==> config.mk <==
export PLATFORM = sky130hd
export DESIGN_NAME = gpu_ram_arbiter
export DESIGN_NICKNAME = d
export VERILOG_FILES = /design/src/rtl/gpu_ram_pkg.sv /design/src/rtl/gpu_req_slot.sv /design/src/rtl/gpu_ram_arbiter.sv
export SDC_FILE = /design/constraint.sdc
export NUM_CORES = 1
export LEC_CHECK = 0
export BUFFER_PORTS_ARGS = -buffer_cell sky130_fd_sc_hd__buf_2
export CAP_MARGIN = 10
export CORE_MARGIN = 5
export CORE_UTILIZATION = 35
export CTS_BUF_LIST = sky130_fd_sc_hd__clkbuf_8
export CTS_CLUSTER_SIZE = 24
export DETAILED_ROUTE_END_ITERATION = 10
export PLACE_DENSITY = 0.55
export SETUP_SLACK_MARGIN = 0.05
export SLEW_MARGIN = 20
export SYNTH_ARGS = -nofsm -noshare
export SYNTH_HDL_FRONTEND = slang
export SYNTH_HIERARCHICAL = 1
export SYNTH_SLANG_ARGS = --single-unit
==> constraint.sdc <==
create_clock -name clk -period 1.8 [get_ports clk]
set_input_delay 0 -clock clk [delete_from_list [all_inputs] [get_ports clk]]
set_output_delay 0 -clock clk [all_outputs]
set_load 0.005 [all_outputs]
==> src/rtl/gpu_ram_pkg.sv <==
// Shared types and widths for the GPU RAM arbiter: requester ids, operation codes
// and the read-return pipe entry.
package gpu_ram_pkg;

    localparam int ADDR_W = 20;
    localparam int DATA_W = 8;

    typedef enum logic [1:0] {
        PORT_A = 2'd0,
        PORT_B = 2'd1,
        PORT_C = 2'd2
    } port_id_t;

    typedef enum logic {
        OP_RD = 1'b0,
        OP_WR = 1'b1
    } op_t;

    typedef struct packed {
        logic     valid;
        port_id_t port;
    } ret_t;

    // Round-robin successor: A -> B -> C -> A.
    function automatic port_id_t next_port(input port_id_t p);
        case (p)
            PORT_A:  return PORT_B;
            PORT_B:  return PORT_C;
            default: return PORT_A;
        endcase
    endfunction

endpackage

==> src/rtl/gpu_req_slot.sv <==
// One requester's pending slot: captures a single read or write pulse and holds
// it (busy) until the arbiter grants it.
module gpu_req_slot #(
    parameter int ADDR_W = 20,
    parameter int DATA_W = 8
) (
    input  logic              clk,
    input  logic              reset,
    input  logic              wr_ena,
    input  logic              rd_req,
    input  logic [ADDR_W-1:0] address,
    input  logic [DATA_W-1:0] data_in,
    input  logic              grant,
    output logic              busy,
    output logic              is_write,
    output logic [ADDR_W-1:0] slot_address,
    output logic [DATA_W-1:0] slot_data
);
    import gpu_ram_pkg::*;

    logic              full_q, full_d;
    op_t               op_q, op_d;
    logic [ADDR_W-1:0] addr_q, addr_d;
    logic [DATA_W-1:0] data_q, data_d;

    // A full slot ignores new pulses; a simultaneous write and read keeps the write.
    always_comb begin
        full_d = full_q;
        op_d   = op_q;
        addr_d = addr_q;
        data_d = data_q;
        if (!full_q && (wr_ena || rd_req)) begin
            full_d = 1'b1;
            op_d   = wr_ena ? OP_WR : OP_RD;
            addr_d = address;
            data_d = data_in;
        end else if (full_q && grant) begin
            full_d = 1'b0;
        end
    end

    always_ff @(posedge clk or posedge reset) begin
        if (reset) begin
            full_q <= 1'b0;
            op_q   <= OP_RD;
            addr_q <= '0;
            data_q <= '0;
        end else begin
            full_q <= full_d;
            op_q   <= op_d;
            addr_q <= addr_d;
            data_q <= data_d;
        end
    end

    assign busy         = full_q;
    assign is_write     = (op_q == OP_WR);
    assign slot_address = addr_q;
    assign slot_data    = data_q;

endmodule

==> src/rtl/gpu_ram_arbiter.sv <==
// Shares the single GPU RAM port between Z80 (A), RS232 (B) and blitter (C) with
// round-robin arbitration, and routes read data back after the RAM latency.
module gpu_ram_arbiter #(
    parameter int ADDR_W            = 20,
    parameter int DATA_W            = 8,
    parameter int READ_CLOCK_CYCLES = 2
) (
    input  logic              clk,
    input  logic              reset,
    input  logic              wr_ena_a,
    input  logic              rd_req_a,
    input  logic [ADDR_W-1:0] address_a,
    input  logic [DATA_W-1:0] data_in_a,
    output logic              busy_a,
    output logic              rd_rdy_a,
    output logic [DATA_W-1:0] data_out_a,
    input  logic              wr_ena_b,
    input  logic              rd_req_b,
    input  logic [ADDR_W-1:0] address_b,
    input  logic [DATA_W-1:0] data_in_b,
    output logic              busy_b,
    output logic              rd_rdy_b,
    output logic [DATA_W-1:0] data_out_b,
    input  logic              wr_ena_c,
    input  logic              rd_req_c,
    input  logic [ADDR_W-1:0] address_c,
    input  logic [DATA_W-1:0] data_in_c,
    output logic              busy_c,
    output logic              rd_rdy_c,
    output logic [DATA_W-1:0] data_out_c,
    output logic              gpu_wr_ena,
    output logic              gpu_rd_ena,
    output logic [ADDR_W-1:0] gpu_address,
    output logic [DATA_W-1:0] gpu_data_out,
    input  logic [DATA_W-1:0] gpu_data_in
);
    import gpu_ram_pkg::*;

    logic [2:0]        full;
    logic [2:0]        grant;
    logic [2:0]        is_wr;
    logic [ADDR_W-1:0] s_addr [3];
    logic [DATA_W-1:0] s_data [3];

    gpu_req_slot #(.ADDR_W(ADDR_W), .DATA_W(DATA_W)) u_slot_a (
        .clk(clk), .reset(reset), .wr_ena(wr_ena_a), .rd_req(rd_req_a),
        .address(address_a), .data_in(data_in_a), .grant(grant[0]),
        .busy(full[0]), .is_write(is_wr[0]), .slot_address(s_addr[0]), .slot_data(s_data[0])
    );

    gpu_req_slot #(.ADDR_W(ADDR_W), .DATA_W(DATA_W)) u_slot_b (
        .clk(clk), .reset(reset), .wr_ena(wr_ena_b), .rd_req(rd_req_b),
        .address(address_b), .data_in(data_in_b), .grant(grant[1]),
        .busy(full[1]), .is_write(is_wr[1]), .slot_address(s_addr[1]), .slot_data(s_data[1])
    );

    gpu_req_slot #(.ADDR_W(ADDR_W), .DATA_W(DATA_W)) u_slot_c (
        .clk(clk), .reset(reset), .wr_ena(wr_ena_c), .rd_req(rd_req_c),
        .address(address_c), .data_in(data_in_c), .grant(grant[2]),
        .busy(full[2]), .is_write(is_wr[2]), .slot_address(s_addr[2]), .slot_data(s_data[2])
    );

    port_id_t          ptr_q, ptr_d;
    port_id_t          win_port, cand;
    logic              win_valid;
    logic              gpu_wr_ena_q, gpu_wr_ena_d;
    logic              gpu_rd_ena_q, gpu_rd_ena_d;
    logic [ADDR_W-1:0] gpu_address_q, gpu_address_d;
    logic [DATA_W-1:0] gpu_data_out_q, gpu_data_out_d;
    port_id_t          issue_port_q, issue_port_d;

    // First full slot at or after the pointer wins; the pointer then moves past it.
    always_comb begin
        win_valid = 1'b0;
        win_port  = ptr_q;
        cand      = ptr_q;
        for (int i = 0; i < 3; i++) begin
            if (!win_valid && full[cand]) begin
                win_valid = 1'b1;
                win_port  = cand;
            end
            cand = next_port(cand);
        end
        ptr_d = win_valid ? next_port(win_port) : ptr_q;
        grant = win_valid ? (3'b001 << win_port) : 3'b000;
    end

    always_comb begin
        gpu_wr_ena_d   = win_valid && is_wr[win_port];
        gpu_rd_ena_d   = win_valid && !is_wr[win_port];
        gpu_address_d  = win_valid ? s_addr[win_port] : gpu_address_q;
        gpu_data_out_d = win_valid ? s_data[win_port] : gpu_data_out_q;
        issue_port_d   = win_valid ? win_port : issue_port_q;
    end

    ret_t              pipe_q [READ_CLOCK_CYCLES];
    ret_t              pipe_d [READ_CLOCK_CYCLES];
    ret_t              ret_head;
    logic [2:0]        rd_rdy_q, rd_rdy_d;
    logic [DATA_W-1:0] data_out_q [3];
    logic [DATA_W-1:0] data_out_d [3];

    // The pipe tail lines up with gpu_data_in being valid for that read.
    always_comb begin
        pipe_d[0].valid = gpu_rd_ena_q;
        pipe_d[0].port  = issue_port_q;
        for (int i = 1; i < READ_CLOCK_CYCLES; i++) begin
            pipe_d[i] = pipe_q[i-1];
        end
        ret_head = pipe_q[READ_CLOCK_CYCLES-1];
        rd_rdy_d = ret_head.valid ? (3'b001 << ret_head.port) : 3'b000;
        for (int k = 0; k < 3; k++) begin
            data_out_d[k] = rd_rdy_d[k] ? gpu_data_in : data_out_q[k];
        end
    end

    always_ff @(posedge clk or posedge reset) begin
        if (reset) begin
            ptr_q          <= PORT_A;
            gpu_wr_ena_q   <= 1'b0;
            gpu_rd_ena_q   <= 1'b0;
            gpu_address_q  <= '0;
            gpu_data_out_q <= '0;
            issue_port_q   <= PORT_A;
            rd_rdy_q       <= 3'b000;
            for (int i = 0; i < READ_CLOCK_CYCLES; i++) begin
                pipe_q[i] <= '0;
            end
            for (int k = 0; k < 3; k++) begin
                data_out_q[k] <= '0;
            end
        end else begin
            ptr_q          <= ptr_d;
            gpu_wr_ena_q   <= gpu_wr_ena_d;
            gpu_rd_ena_q   <= gpu_rd_ena_d;
            gpu_address_q  <= gpu_address_d;
            gpu_data_out_q <= gpu_data_out_d;
            issue_port_q   <= issue_port_d;
            rd_rdy_q       <= rd_rdy_d;
            for (int i = 0; i < READ_CLOCK_CYCLES; i++) begin
                pipe_q[i] <= pipe_d[i];
            end
            for (int k = 0; k < 3; k++) begin
                data_out_q[k] <= data_out_d[k];
            end
        end
    end

    assign busy_a       = full[0];
    assign busy_b       = full[1];
    assign busy_c       = full[2];
    assign rd_rdy_a     = rd_rdy_q[0];
    assign rd_rdy_b     = rd_rdy_q[1];
    assign rd_rdy_c     = rd_rdy_q[2];
    assign data_out_a   = data_out_q[0];
    assign data_out_b   = data_out_q[1];
    assign data_out_c   = data_out_q[2];
    assign gpu_wr_ena   = gpu_wr_ena_q;
    assign gpu_rd_ena   = gpu_rd_ena_q;
    assign gpu_address  = gpu_address_q;
    assign gpu_data_out = gpu_data_out_q;

endmodule

==> qor.txt <==
Critical-path cell list - buf_4 -> nand2b_1 -> o221a_4 -> a32o_1 -> a221o_1
Clock Latency Late Sink - 470 ps
Top FF cell, synth - dfrtp_1
Crit path from - ptr_q[1]
Grt ovf - 0
Final setup fails - 0
CP max stage delay - 380 ps
CP Capture Point - gpu_address[9]
Synthesis Warnings - 6
Vias in the first global route - 5,930
Clk pwr share - 0.169
Worst-case reg-to-reg path depth - 5
Synth Area per Inst - 12.9 µm²
Gpl congestion - 0.781
Crit path kind - reg2reg
Worst vdd ir - 0.000786 V
Crit path time final - 1710 ps
Clock buffer depth - 2
EDFF count, synth - 0
Fillers - 1,762
Critical path depth - 5
Arr. time, crit path - 2060 ps
Critical Path End Type - register
PD cells - 1760 nW/µm²
Setup TNS - 0 ps
Pleak - 4.74 nW
Residual DRC count - 0
Crit path max-delay family - compound AO/OA/AOI/OAI gates
Worst r2r dst - gpu_address[9]
Synth Register Bits - 157
Setup crit start kind - register
Die Width - 153 µm
Largest net degree at the start of global routing - 45
Fin nets - 940
Root Buffer - clkbuf_8
Total Wirelength - 20,000 µm
Antenna violations before repair - 2
Final Cycle Share - 0.953
FF+latch area - 3930 µm²
Worst slew margin - 0.574
Fin cells - 1,124
Cells after synthesis - 557
First-pass DRT Iterations - 4
CP max FO - 16
Core Area - 20,200 µm²
R2R Path Start - ptr_q[1]
Chip Height - 153 µm
Reg power frac - 0.379
Synthesized area - 7170 µm²
Asr flop ratio synth - 1.00
Slew at the pin closest to its max-slew limit - 638 ps
H-tree Lvls - 4
ANT nets after route - 0
Comb pwr share - 0.452
Max Cap Viol - 0
Clock Skew - 16.7 ps
Slowest CP cell - dfrtp_1
Row cnt - 52
Post-synthesis sequential area ratio - 0.548
Die area - 23,500 µm²
Internal Power - 11.3 mW
Via-per-instance ratio - 4.93
Share of cells above drive strength 1 - 0.402
Multi-input gate area - 2900 µm²
Post-DP HPWL - 14,200 µm
Netlist cell types - 52
First-pass GRT wire length - 31,600 µm
Worst path required time - 2150 ps
Clk pin slew, worst setup/hold paths - 100 ps
CTS sink cnt - 157
RSZ-0062 raised after global routing - yes
Drt wl/cell - 17.8 µm
Switching power - 6.13 mW
Final hold violation count - 0
Max-slew violations - 0
DRT iter0 DRCs - 250
Switching portion of total power - 0.352
CTS tree - yes
CTS buffer count - 17
Ports - 160
Syn_nets - 657
Port-buffer cells - 159
Fmax - 0.583 GHz
Buf/Inv on CP - 1
Starting density of the core - 0.355
Placed cells - 985
All-layer global routing usage - 0.171
Vias - 5,545
Flop-to-flop setup slack - 90 ps
Worst Hold Class - in2async
Area grow syn2layout - 38.0%
Outcome - completed
-- what timing repair did --
action | in CTS | in global routing
hold buffers | 102 | 0
resized for setup | 1 | 6
hold endpoints to repair | 253 | 0
buffers inserted | 0 | 4
pin swaps | 0 | 1
cloned | 0 | 0
setup endpoints to repair | 3 | 14
-- stage by stage --
stage	setup WS [ps]	hold WS, ps	utilization	cell area [µm²]	total power, mW
floorplan	117	90.8	-	7170	11.7
global placement	110	84.2	0.414	8370	13.9
detailed placement	19.4	90.4	0.414	8370	14.2
CTS	90.5	123	0.486	9840	17.4
global route	36.9	170	0.489	9900	18.5
finish	85.5	147	0.489	9900	17.4
-- worst reg2reg max path: stages, from the launching register on --
cell and delay, ps:
dfrtp_1 380, buf_4 170, nand2b_1 190, o221a_4 360, a32o_1 240, a221o_1 270
-- worst min-delay path by stage --
| stage | startpoint | to | slack (ps) | cells after the start |
|---|---|---|---|---|
| after floorplan | reset | u_slot_a/busy | 90 | 1 |
| after global placement | reset | u_slot_c/slot_address[17] | 80 | 2 |
| after detailed placement | reset | u_slot_c/slot_address[17] | 90 | 2 |
| after CTS | reset | u_slot_c/slot_data[3] | 120 | 3 |
| after global routing | reset | u_slot_c/slot_data[3] | 170 | 3 |
| final | reset | u_slot_c/slot_data[3] | 150 | 3 |
-- power groups by stage --
| stage | clock network (mW) | logic, mW | registers [mW] |
|---|---|---|---|
| floorplan | 0 | 5.44 | 6.31 |
| global placement | 0 | 7.28 | 6.61 |
| detailed placement | 0 | 7.56 | 6.65 |
| CTS | 3.00 | 7.78 | 6.61 |
| global route | 3.16 | 8.53 | 6.80 |
| finish | 2.94 | 7.86 | 6.60 |
-- metal layers --
layer,part of all wire,global-route usage,vias up
li1,-,-,2568
met1,0.41,0.205,2768
met2,0.51,0.297,180
met3,0.062,0.0546,27
met4,0.013,0.0437,2
met5,0.00035,0,-
-- cell families (layout without fill, tap and decap cells) --
logic type,count (synthesis),count (layout),synth area share
and+or+nand+nor,117,117,0.0768
DFF,157,157,0.548
AOI/OAI and AO/OA,132,132,0.143
other,0,1,0
buffers and inverters,58,354,0.0556
muxes,93,93,0.177
-- flip-flops by register name (all words and copies together) (netlist names), 20 cells and up --
name	count
gpu_address	20
u_slot_a/slot_address	20
u_slot_b/slot_address	20
u_slot_c/slot_address	20
-- layout by cell type, fill, tap and decap left out, types with 2 or more instances in the layout --
cell / instances
clkbuf_8: 17
a32o_1: 15
a22o_1: 3
clkinvlp_4: 6
clkinv_1: 2
a21oi_2: 2
bufinv_16: 4
nand2b_1: 8
nor2b_1: 3
buf_4: 31
inv_1: 19
nor3_1: 3
o21bai_4: 3
a31oi_1: 14
dfrtp_2: 2
nand3b_1: 2
nor2_1: 21
mux2_2: 32
mux2_4: 60
nand4_1: 2
or2_2: 2
o21a_1: 2
inv_6: 2
o211a_1: 12
clkinv_4: 2
a211o_1: 13
dlygate4sd3_1: 102
a21oi_1: 17
a221o_1: 15
nand2_1: 63
o21ai_0: 27
dfrtp_1: 155
buf_2: 159
buf_12: 7
-- final cells by class --
type / instances / share of cell area
antenna: 1 / 0.000253
timing repair buffer: 300 / 0.222
tap: 270 / 0.0341
multi-input combinational: 342 / 0.293
inverter: 22 / 0.00834
clock buffer: 17 / 0.0236
clock inverter: 15 / 0.0214
sequential: 157 / 0.397
-- cell usage after synthesis, drive strengths merged, types with 13 or more instances --
cell type	instances	area [µm²]
a211o	13	114
dfrtp	157	3930
nand2	65	251
inv	20	75.1
nor2	21	78.8
a221o	15	150
buf	26	277
o21ai	27	135
a32o	15	150
a21oi	19	98.9
a31oi	14	87.6
mux2	92	1260
Power figures use the tool's default switching activity.
